File: config.mk
export PLATFORM = sky130hd
export DESIGN_NAME = instr_fetch
export DESIGN_NICKNAME = d
export VERILOG_FILES = /design/src/rtl/instr_fetch.sv
export SDC_FILE = /design/constraint.sdc
export NUM_CORES = 1
export LEC_CHECK = 0
export ABC_AREA = 1
export CAP_MARGIN = 30
export CORE_MARGIN = 2
export CORE_UTILIZATION = 45
export CTS_CLUSTER_DIAMETER = 100
export CTS_CLUSTER_SIZE = 30
export DETAILED_ROUTE_END_ITERATION = 7
export PLACE_DENSITY = 0.77
export RECOVER_POWER = 50
export SLEW_MARGIN = 10
export SYNTH_ARGS = -nofsm -noshare
export SYNTH_HDL_FRONTEND = slang
export SYNTH_SLANG_ARGS = --single-unit
export TNS_END_PERCENT = 20
File: constraint.sdc
create_clock -name clk -period 1.52 [get_ports clk]
set_input_delay 0.304 -clock clk [delete_from_list [all_inputs] [get_ports clk]]
set_output_delay 0.304 -clock clk [all_outputs]
set_load 0.02 [all_outputs]
File: src/rtl/instr_fetch.sv
// Fetch stage: owns the PC, registers the ROM word for decode, and applies
// redirect / illegal-op / interrupt / out-of-range vectoring.
module instr_fetch #(
  parameter logic [31:0] RESET_ADDR = 32'd0,
  parameter logic [31:0] ILLOP_ADDR = 32'd4,
  parameter logic [31:0] XADR_ADDR  = 32'd8,
  parameter int          IMEM_WORDS = 128
) (
  input  logic        clk,
  input  logic        rst_n,
  output logic [31:0] pc_o,
  input  logic [31:0] id_i,
  output logic        if_valid_o,
  input  logic        if_ready_i,
  output logic [31:0] if_instr_o,
  output logic [31:0] if_pc_o,
  output logic [31:0] if_pc_plus4_o,
  input  logic        redirect_i,
  input  logic [31:0] redirect_addr_i,
  input  logic        illop_i,
  input  logic        irq_i,
  output logic [31:0] xp_o,
  output logic        xp_valid_o
);

  logic [31:0] pc_q, pc_d;
  logic        if_valid_q, if_valid_d;
  logic [31:0] if_instr_q, if_instr_d;
  logic [31:0] if_pc_q, if_pc_d;
  logic [31:0] if_pc_plus4_q, if_pc_plus4_d;
  logic [31:0] xp_q, xp_d;
  logic        xp_valid_q, xp_valid_d;
  logic        irq_pend_q, irq_pend_d;

  logic [31:0] target;
  logic        irq_take;
  logic        out_of_range;

  assign target       = redirect_addr_i & ~32'd3;
  assign irq_take     = irq_pend_q | irq_i;
  assign out_of_range = (pc_q >> 2) >= 32'(IMEM_WORDS);

  always_comb begin
    pc_d          = pc_q;
    if_valid_d    = if_valid_q;
    if_instr_d    = if_instr_q;
    if_pc_d       = if_pc_q;
    if_pc_plus4_d = if_pc_plus4_q;
    xp_d          = xp_q;
    xp_valid_d    = 1'b0;
    irq_pend_d    = irq_pend_q | irq_i;

    if (illop_i && if_valid_q) begin
      // Illegal op wins; any pending interrupt waits for the following cycle.
      pc_d       = ILLOP_ADDR;
      if_valid_d = 1'b0;
      xp_d       = if_pc_q + 32'd4;
      xp_valid_d = 1'b1;
    end else if (irq_take) begin
      pc_d       = XADR_ADDR;
      if_valid_d = 1'b0;
      xp_valid_d = 1'b1;
      irq_pend_d = 1'b0;
      if (redirect_i)      xp_d = target + 32'd4;
      else if (if_valid_q) xp_d = if_pc_q + 32'd4;
      else                 xp_d = pc_q + 32'd4;
    end else if (redirect_i) begin
      pc_d       = target;
      if_valid_d = 1'b0;
    end else if (out_of_range) begin
      pc_d       = ILLOP_ADDR;
      if_valid_d = 1'b0;
      xp_d       = pc_q + 32'd4;
      xp_valid_d = 1'b1;
    end else if (!if_valid_q || if_ready_i) begin
      if_instr_d    = id_i;
      if_pc_d       = pc_q;
      if_pc_plus4_d = pc_q + 32'd4;
      if_valid_d    = 1'b1;
      pc_d          = pc_q + 32'd4;
    end
  end

  always_ff @(posedge clk or negedge rst_n) begin
    if (!rst_n) begin
      pc_q          <= RESET_ADDR;
      if_valid_q    <= 1'b0;
      if_instr_q    <= '0;
      if_pc_q       <= '0;
      if_pc_plus4_q <= '0;
      xp_q          <= '0;
      xp_valid_q    <= 1'b0;
      irq_pend_q    <= 1'b0;
    end else begin
      pc_q          <= pc_d;
      if_valid_q    <= if_valid_d;
      if_instr_q    <= if_instr_d;
      if_pc_q       <= if_pc_d;
      if_pc_plus4_q <= if_pc_plus4_d;
      xp_q          <= xp_d;
      xp_valid_q    <= xp_valid_d;
      irq_pend_q    <= irq_pend_d;
    end
  end

  assign pc_o          = pc_q;
  assign if_valid_o    = if_valid_q;
  assign if_instr_o    = if_instr_q;
  assign if_pc_o       = if_pc_q;
  assign if_pc_plus4_o = if_pc_plus4_q;
  assign xp_o          = xp_q;
  assign xp_valid_o    = xp_valid_q;

endmodule

## Word level (Yosys, flattened, before mapping)

Cells that the tools add are included.

- Eq/ne operators: 1
- Muxes and demuxes: 21
- Bitwise gates (word level): 5
- Magnitude comparators: 1
- Reduce and logical (&&, ||, !) cells: 7
- Add/subtract/negate cells: 3

Operators by type and width:

| cell | number |
|---|---|
| 2-to-1 mux 32 bit | 11 |
| adder 32 x 3 -> 32 bit, second input constant | 3 |
| greater-or-equal comparator 30 x 8 -> 1 bit, second input constant | 1 |
| 2-to-1 mux 1 bit | 10 |
| AND reduction 5 bit | 1 |
| nonzero test 5 bit | 1 |
| NOT 1 bit | 4 |
| inequality test 3 x 1 -> 1 bit, second input constant | 1 |
| nonzero test 3 bit | 1 |
| AND reduction 2 bit | 1 |
| logical AND 1 bit | 1 |
| zero test 1 bit | 1 |
| logical OR 1 bit | 1 |
| OR 1 bit | 1 |

- Output and inout bits: 162
- Logic and storage cells: 46
- Input port bits: 70
- Register bits: 163

## Logic depth before layout (Yosys ltp)

- Word-level depth: 7
- Gate-level depth with buffers: 14
- Depth with buffers taken out: 14

## Least setup slack after synthesis

OpenSTA, ideal clock, no wires.

- Path kind: reg-to-reg
- Start: register pc_q[2], in the netlist pc_o[2]
- End: register xp_q[18], in the netlist xp_o[18]
- Clock period less this slack: 1846 ps
- Data required time: 1443 ps
- Buffers on the path: 0
- Setup slack: -326 ps
- Data arrival time: 1768 ps
- Cell stages (with the launch flop): 11
- Setup time: 77 ps
- Cells stage by stage: dfrtp_1 -> ha_1 -> nand2_1 -> nor2_2 -> nand2_1 -> nor2_2 -> xor2_1 -> nand2_1 -> nand3_1 -> nand3_1 -> a21oi_1

- Cells in the longest elaborated chain, start to end: 5
- Elaborated cells between the ends (all ways): 10
- Those cells by class: 1 x add/sub; 1 x order compare; 6 x mux; 2 x reduce/logical

RTL lines:

| element | line | text |
|---|---|---|
| start, declared | 26 | `logic [31:0] pc_q, pc_d;` |
| start signal, assigned | 95 | `pc_q <= pc_d;` |
| adder 32 x 3 -> 32 bit | 66, 73 |  |
| 2-to-1 mux 32 bit, on equally long branches | 70, 65 |  |
| 2-to-1 mux 32 bit, on equally long branches | 67, 64 |  |
| 2-to-1 mux 32 bit | 59 | `end else if (irq_take) begin` |
| 2-to-1 mux 32 bit | 53 | `if (illop_i && if_valid_q) begin` |
| end signal, assigned | 100 | `xp_q <= xp_d;` |
| end, declared | 31 | `logic [31:0] xp_q, xp_d;` |

Parallel ways exist; a longest one is shown, timed or not. The select of a mux whose other input is x is not followed.
A chain may end at the register's enable or synchronous reset.

## Final worst setup path

- Start: register pc_q[16], in the netlist pc_o[16]
- End: register if_pc_q[4], in the netlist if_pc_o[4]

- Cells in the longest elaborated chain, start to end: 3

RTL lines:

| element | line | text |
|---|---|---|
| greater-or-equal comparator 30 x 8 -> 1 bit | 41 | `assign out_of_range = (pc_q >> 2) >= 32'(IMEM_WORDS);` |
| NOT 1 bit (no source line) | - |  |
| AND reduction 5 bit (no source line) | - |  |
| end signal, assigned | 98 | `if_pc_q <= if_pc_d;` |
| end, declared | 29 | `logic [31:0] if_pc_q, if_pc_d;` |

Every way passes these cells.

==> Flow_metrics.wiki <==
{| class="wikitable"
! Metric !! Value
|-
| Switching Fraction || between 30% and 40%
|-
| Via count of the first global-routing pass || 11000
|-
| Placed Area || 13800 µm²
|-
| Distinct cell type count after synthesis || 39
|-
| Power per cell area || ~900 nW/µm²
|-
| Class of the tightest hold or removal check || input port to flop
|-
| Clock Tree Buf Depth || 2
|-
| Clock Sink Count || about 160
|-
| Core occupancy in the finished layout || about four fifths
|-
| Total Routing Usage GR || 34.7%
|-
| IO Count || roughly 230
|-
| Antenna violations before repair || 1
|-
| TritonCTS clock tree || done
|-
| Share of power burned in the clock network || 32.4%
|-
| Count of fill cells added during filler insertion || between 1000 and 1500
|-
| Most area-consuming cells after synthesis || dfrtp_1 43%, nand2_1 22%, nor2_1 6.1%, inv_1 3.6%, xor2_1 3.2%
|-
| Worst setup slack after layout || -0.658 ns
|-
| Library cell contributing the largest single delay on the critical path || dfrtp_2
|-
| Type of element capturing the critical path || flop
|-
| Post-route clock skew || around 0.016 ns
|-
| Net count, final || around 1900
|-
| Worst voltage drop across the vdd grid || 0.00102 V
|-
| Sequential group share of total power || 36.9%
|-
| Net load switching power || just over 5000 µW
|-
| Cell family with most CP delay || simple AND/OR/NAND/NOR gates
|-
| Cell taking the most area after synthesis || dfrtp_1
|-
| Minimum clock period after layout || 2.18 ns
|-
| Horizontal extent of the die || between 100 and 150 µm
|-
| Type of origin of the critical path || flop
|-
| Buffers plus inverters on the worst setup path || 3
|-
| Leak pwr || around 0.0089 µW
|-
| Most common cell after layout, fill and taps aside || nand2_1
|-
| Total negative setup slack || -62.84 ns
|-
| Most prevalent standard cell on the critical path || nor2_4
|-
| Routed Wire Length || 40.8 mm
|-
| Vertical extent of the die || around 150 µm
|-
| Internal || approximately 8800 µW
|-
| Commonest cells after routing, fill and taps aside || 471 x nand2_1, 280 x buf_4, 127 x dfrtp_1, 119 x nor2_1, 100 x dlymetal6s2s_1
|-
| Later-pin clock latency in the skew report || 0.44 ns
|-
| CP peak stage delay || 0.45 ns
|-
| Post-route cell area || 15400 µm²
|-
| Post-route antenna net violation count || 0
|-
| # rows || 51
|-
| Final hold viol count || 0
|-
| Maximum fanout count along the critical path || 8
|-
| Placeable core region || about 20000 µm²
|-
| Vias per std cell || 5.43
|-
| Post-synthesis instance total || 1313
|-
| Endpoints failing setup || 157
|-
| Worst-margin pin slew || about 0.69 ns
|-
| Number of pins with negative max-slew slack in the final report || 0
|-
| RSZ-0062 raised after global routing || true
|-
| Classification of the worst setup path || flop to flop
|-
| Count of vias placed by the detailed router || about 11000
|-
| Average routed wire per standard cell || between 15 and 20 µm
|-
| Layout cell share with drive strength beyond 1 || 33.9%
|-
| Number of register bits inferred by synthesis || 156
|-
| Cell chosen for the clock root || clkbuf_16
|-
| Number of warnings reported in the yosys synthesis log || 0
|-
| HPWL after detailed placement || roughly 28 mm
|-
| Die area || 21200 µm²
|-
| List of cells traversed by the critical path || nor2_1, nand2_1, nor2_2, nand3_4, nor2_4, nand2_4, nor2_4, buf_12, inv_12, buf_8, o21ai_1
|-
| Result of the run || finished, violations left
|-
| Number of detailed-routing iterations run before antenna repair || 6
|-
| Depth of the CTS H-tree || 4
|-
| Yosys top cell area share || ~43%
|-
| Total placed cells including tap cells || 2050
|-
| Max-capacitance violation count || 0
|-
| Part of the total power dissipated in combinational logic || 30.6%
|-
| Sequential cell area fraction in the yosys report || 43.2%
|-
| F_max || between 400 and 500 MHz
|-
| Number of port buffers || between 200 and 250
|-
| Starting DRC count in detailed routing || between 1000 and 1500
|-
| Setup Slack @ Placement || -0.850 ns
|-
| Largest net degree at the start of global routing || 40
|-
| Avg Synthesized Cell Area || around 7 µm²
|-
| Clock buffers created by TritonCTS || 17
|-
| Cell Area, Synth || ~9000 µm²
|-
| Number of antenna cells inserted || 0
|-
| Relative slew slack || a little over half
|-
| First-pass GRT wire length || around 58 mm
|-
| Signed area change from the synthesized netlist to the final layout || 69.9%
|-
| Final routed DRC violation total || 0
|-
| Clk slew on worst S/H paths || around 0.080 ns
|-
| Final Cycle Share || 143%
|-
| Data required time of the critical path || ~1.8 ns
|-
| Violated checks || negative setup slack
|-
| Initial core utilization || about 46%
|-
| Final weighted congestion in routability-driven placement || a little under 1
|-
| Data arrival time at the worst-slack endpoint || approximately 2.5 ns
|-
| Gr ovfl total || 0
|-
| Number of standard cells in the final layout excluding fillers || approximately 2100
|}
stage by stage:
step	hold slack (ns)	power, µW
after floorplan	0.00841	6730
after global placement	0.268	9000
after detailed placement	0.276	9070
after CTS	0.384	13500
after global routing	0.392	14300
final	0.387	13800
metal layers:
metal	track usage, %	up-vias	part of all wire (%)
met3	7.65	206	9.3
met1	41.6	5350	36
met5	0	-	0
met2	58.0	739	48
met4	19.1	0	6.8
li1	-	5113	-
power groups by stage:
stage                     Combinational [µW]  Clock, µW  Sequential [µW]
final                                   4240       4490             5120
after global routing                    4460       4670             5150
after CTS                               4020       4430             5040
after detailed placement                3970          0             5100
after global placement                  3920          0             5090
after floorplan                          955          0             5780
path summary, 6_finish.rpt:
kind | from | slack, ns | to | depth (start not counted)
min reg2reg | if_instr_o[23] | 0.47 | if_instr_o[23] | 2
max | pc_o[16] | -0.66 | if_pc_o[4] | 11
min in group asynchronous | rst_n | 0.46 | irq_pend_q | 2
max reg2reg | pc_o[16] | -0.66 | if_pc_o[4] | 11
min | id_i[19] | 0.39 | if_instr_o[19] | 3
max in group asynchronous | rst_n | 0.11 | xp_o[2] | 3
sequential cells by signal, summed over array words and instances (netlist names):
name           cells
if_instr_o        32
if_pc_plus4_o     30
pc_o              30
irq_pend_q         1
xp_valid_o         1
xp_o              31
if_pc_o           30
if_valid_o         1
repair_timing:
item / in CTS / in global routing
setup buffers: 9 / 8
pin swaps: 10 / 37
hold buffers: 1 / 0
resized for setup: 239 / 261
hold endpoints to repair: 32 / 0
endpoints found under the setup margin: 310 / 265
gates cloned: 4 / 6
cell families after synthesis:
group                    share of synthesized area [%]
AO/OA/AOI/OAI                                     8.01
other                                           0.0415
adder cells (fa/ha/maj)                          0.553
buffers and inverters                             9.05
AND/OR/NAND/NOR                                   34.7
XOR/XNOR                                          4.45
flip-flops                                        43.2
worst reg2reg max path: cells and delay by family, from the launching register on:
kind                   cells  cell delay (ns)
AND/OR/NAND/NOR            7             0.94
flip-flops                 1             0.45
buffers and inverters      3             0.35
AO/OA/AOI/OAI              1             0.30
layout make-up:
type	count	area [µm²]	share of cell area, %
multi-input combinational	969	4970	32.4
timing repair buffer	534	4930	32.1
sequential	156	3940	25.6
inverter	145	572	3.72
clock buffer	17	425	2.77
tap	265	332	2.16
clock inverter	15	186	1.21
timing repair inverter	1	11.3	0.0733
Yosys cell counts:
master / instances
nor3_1: 19
and2_1: 2
o211ai_1: 10
xnor2_1: 13
nor2_4: 1
nand2_2: 2
buf_1: 3
a21oi_1: 42
inv_2: 58
o2111ai_1: 3
conb_1: 1
nand4_1: 18
o22ai_1: 7
buf_2: 12
o221ai_1: 1
a221oi_1: 1
clkbuf_1: 19
o21ai_1: 22
nand3_1: 56
a22oi_1: 1
a31oi_1: 1
o21a_1: 1
o21ai_0: 40
inv_1: 86
clkinv_1: 1
or2_2: 1
nor4_1: 1
xor2_1: 33
nor2_1: 148
or2_1: 1
nand2_1: 521
ha_1: 4
o211a_1: 2
buf_6: 7
buf_4: 7
nor2_2: 6
nand3b_1: 5
dfrtp_1: 156
nand2_4: 1
Note: power is estimated with default switching activity, not from simulation.
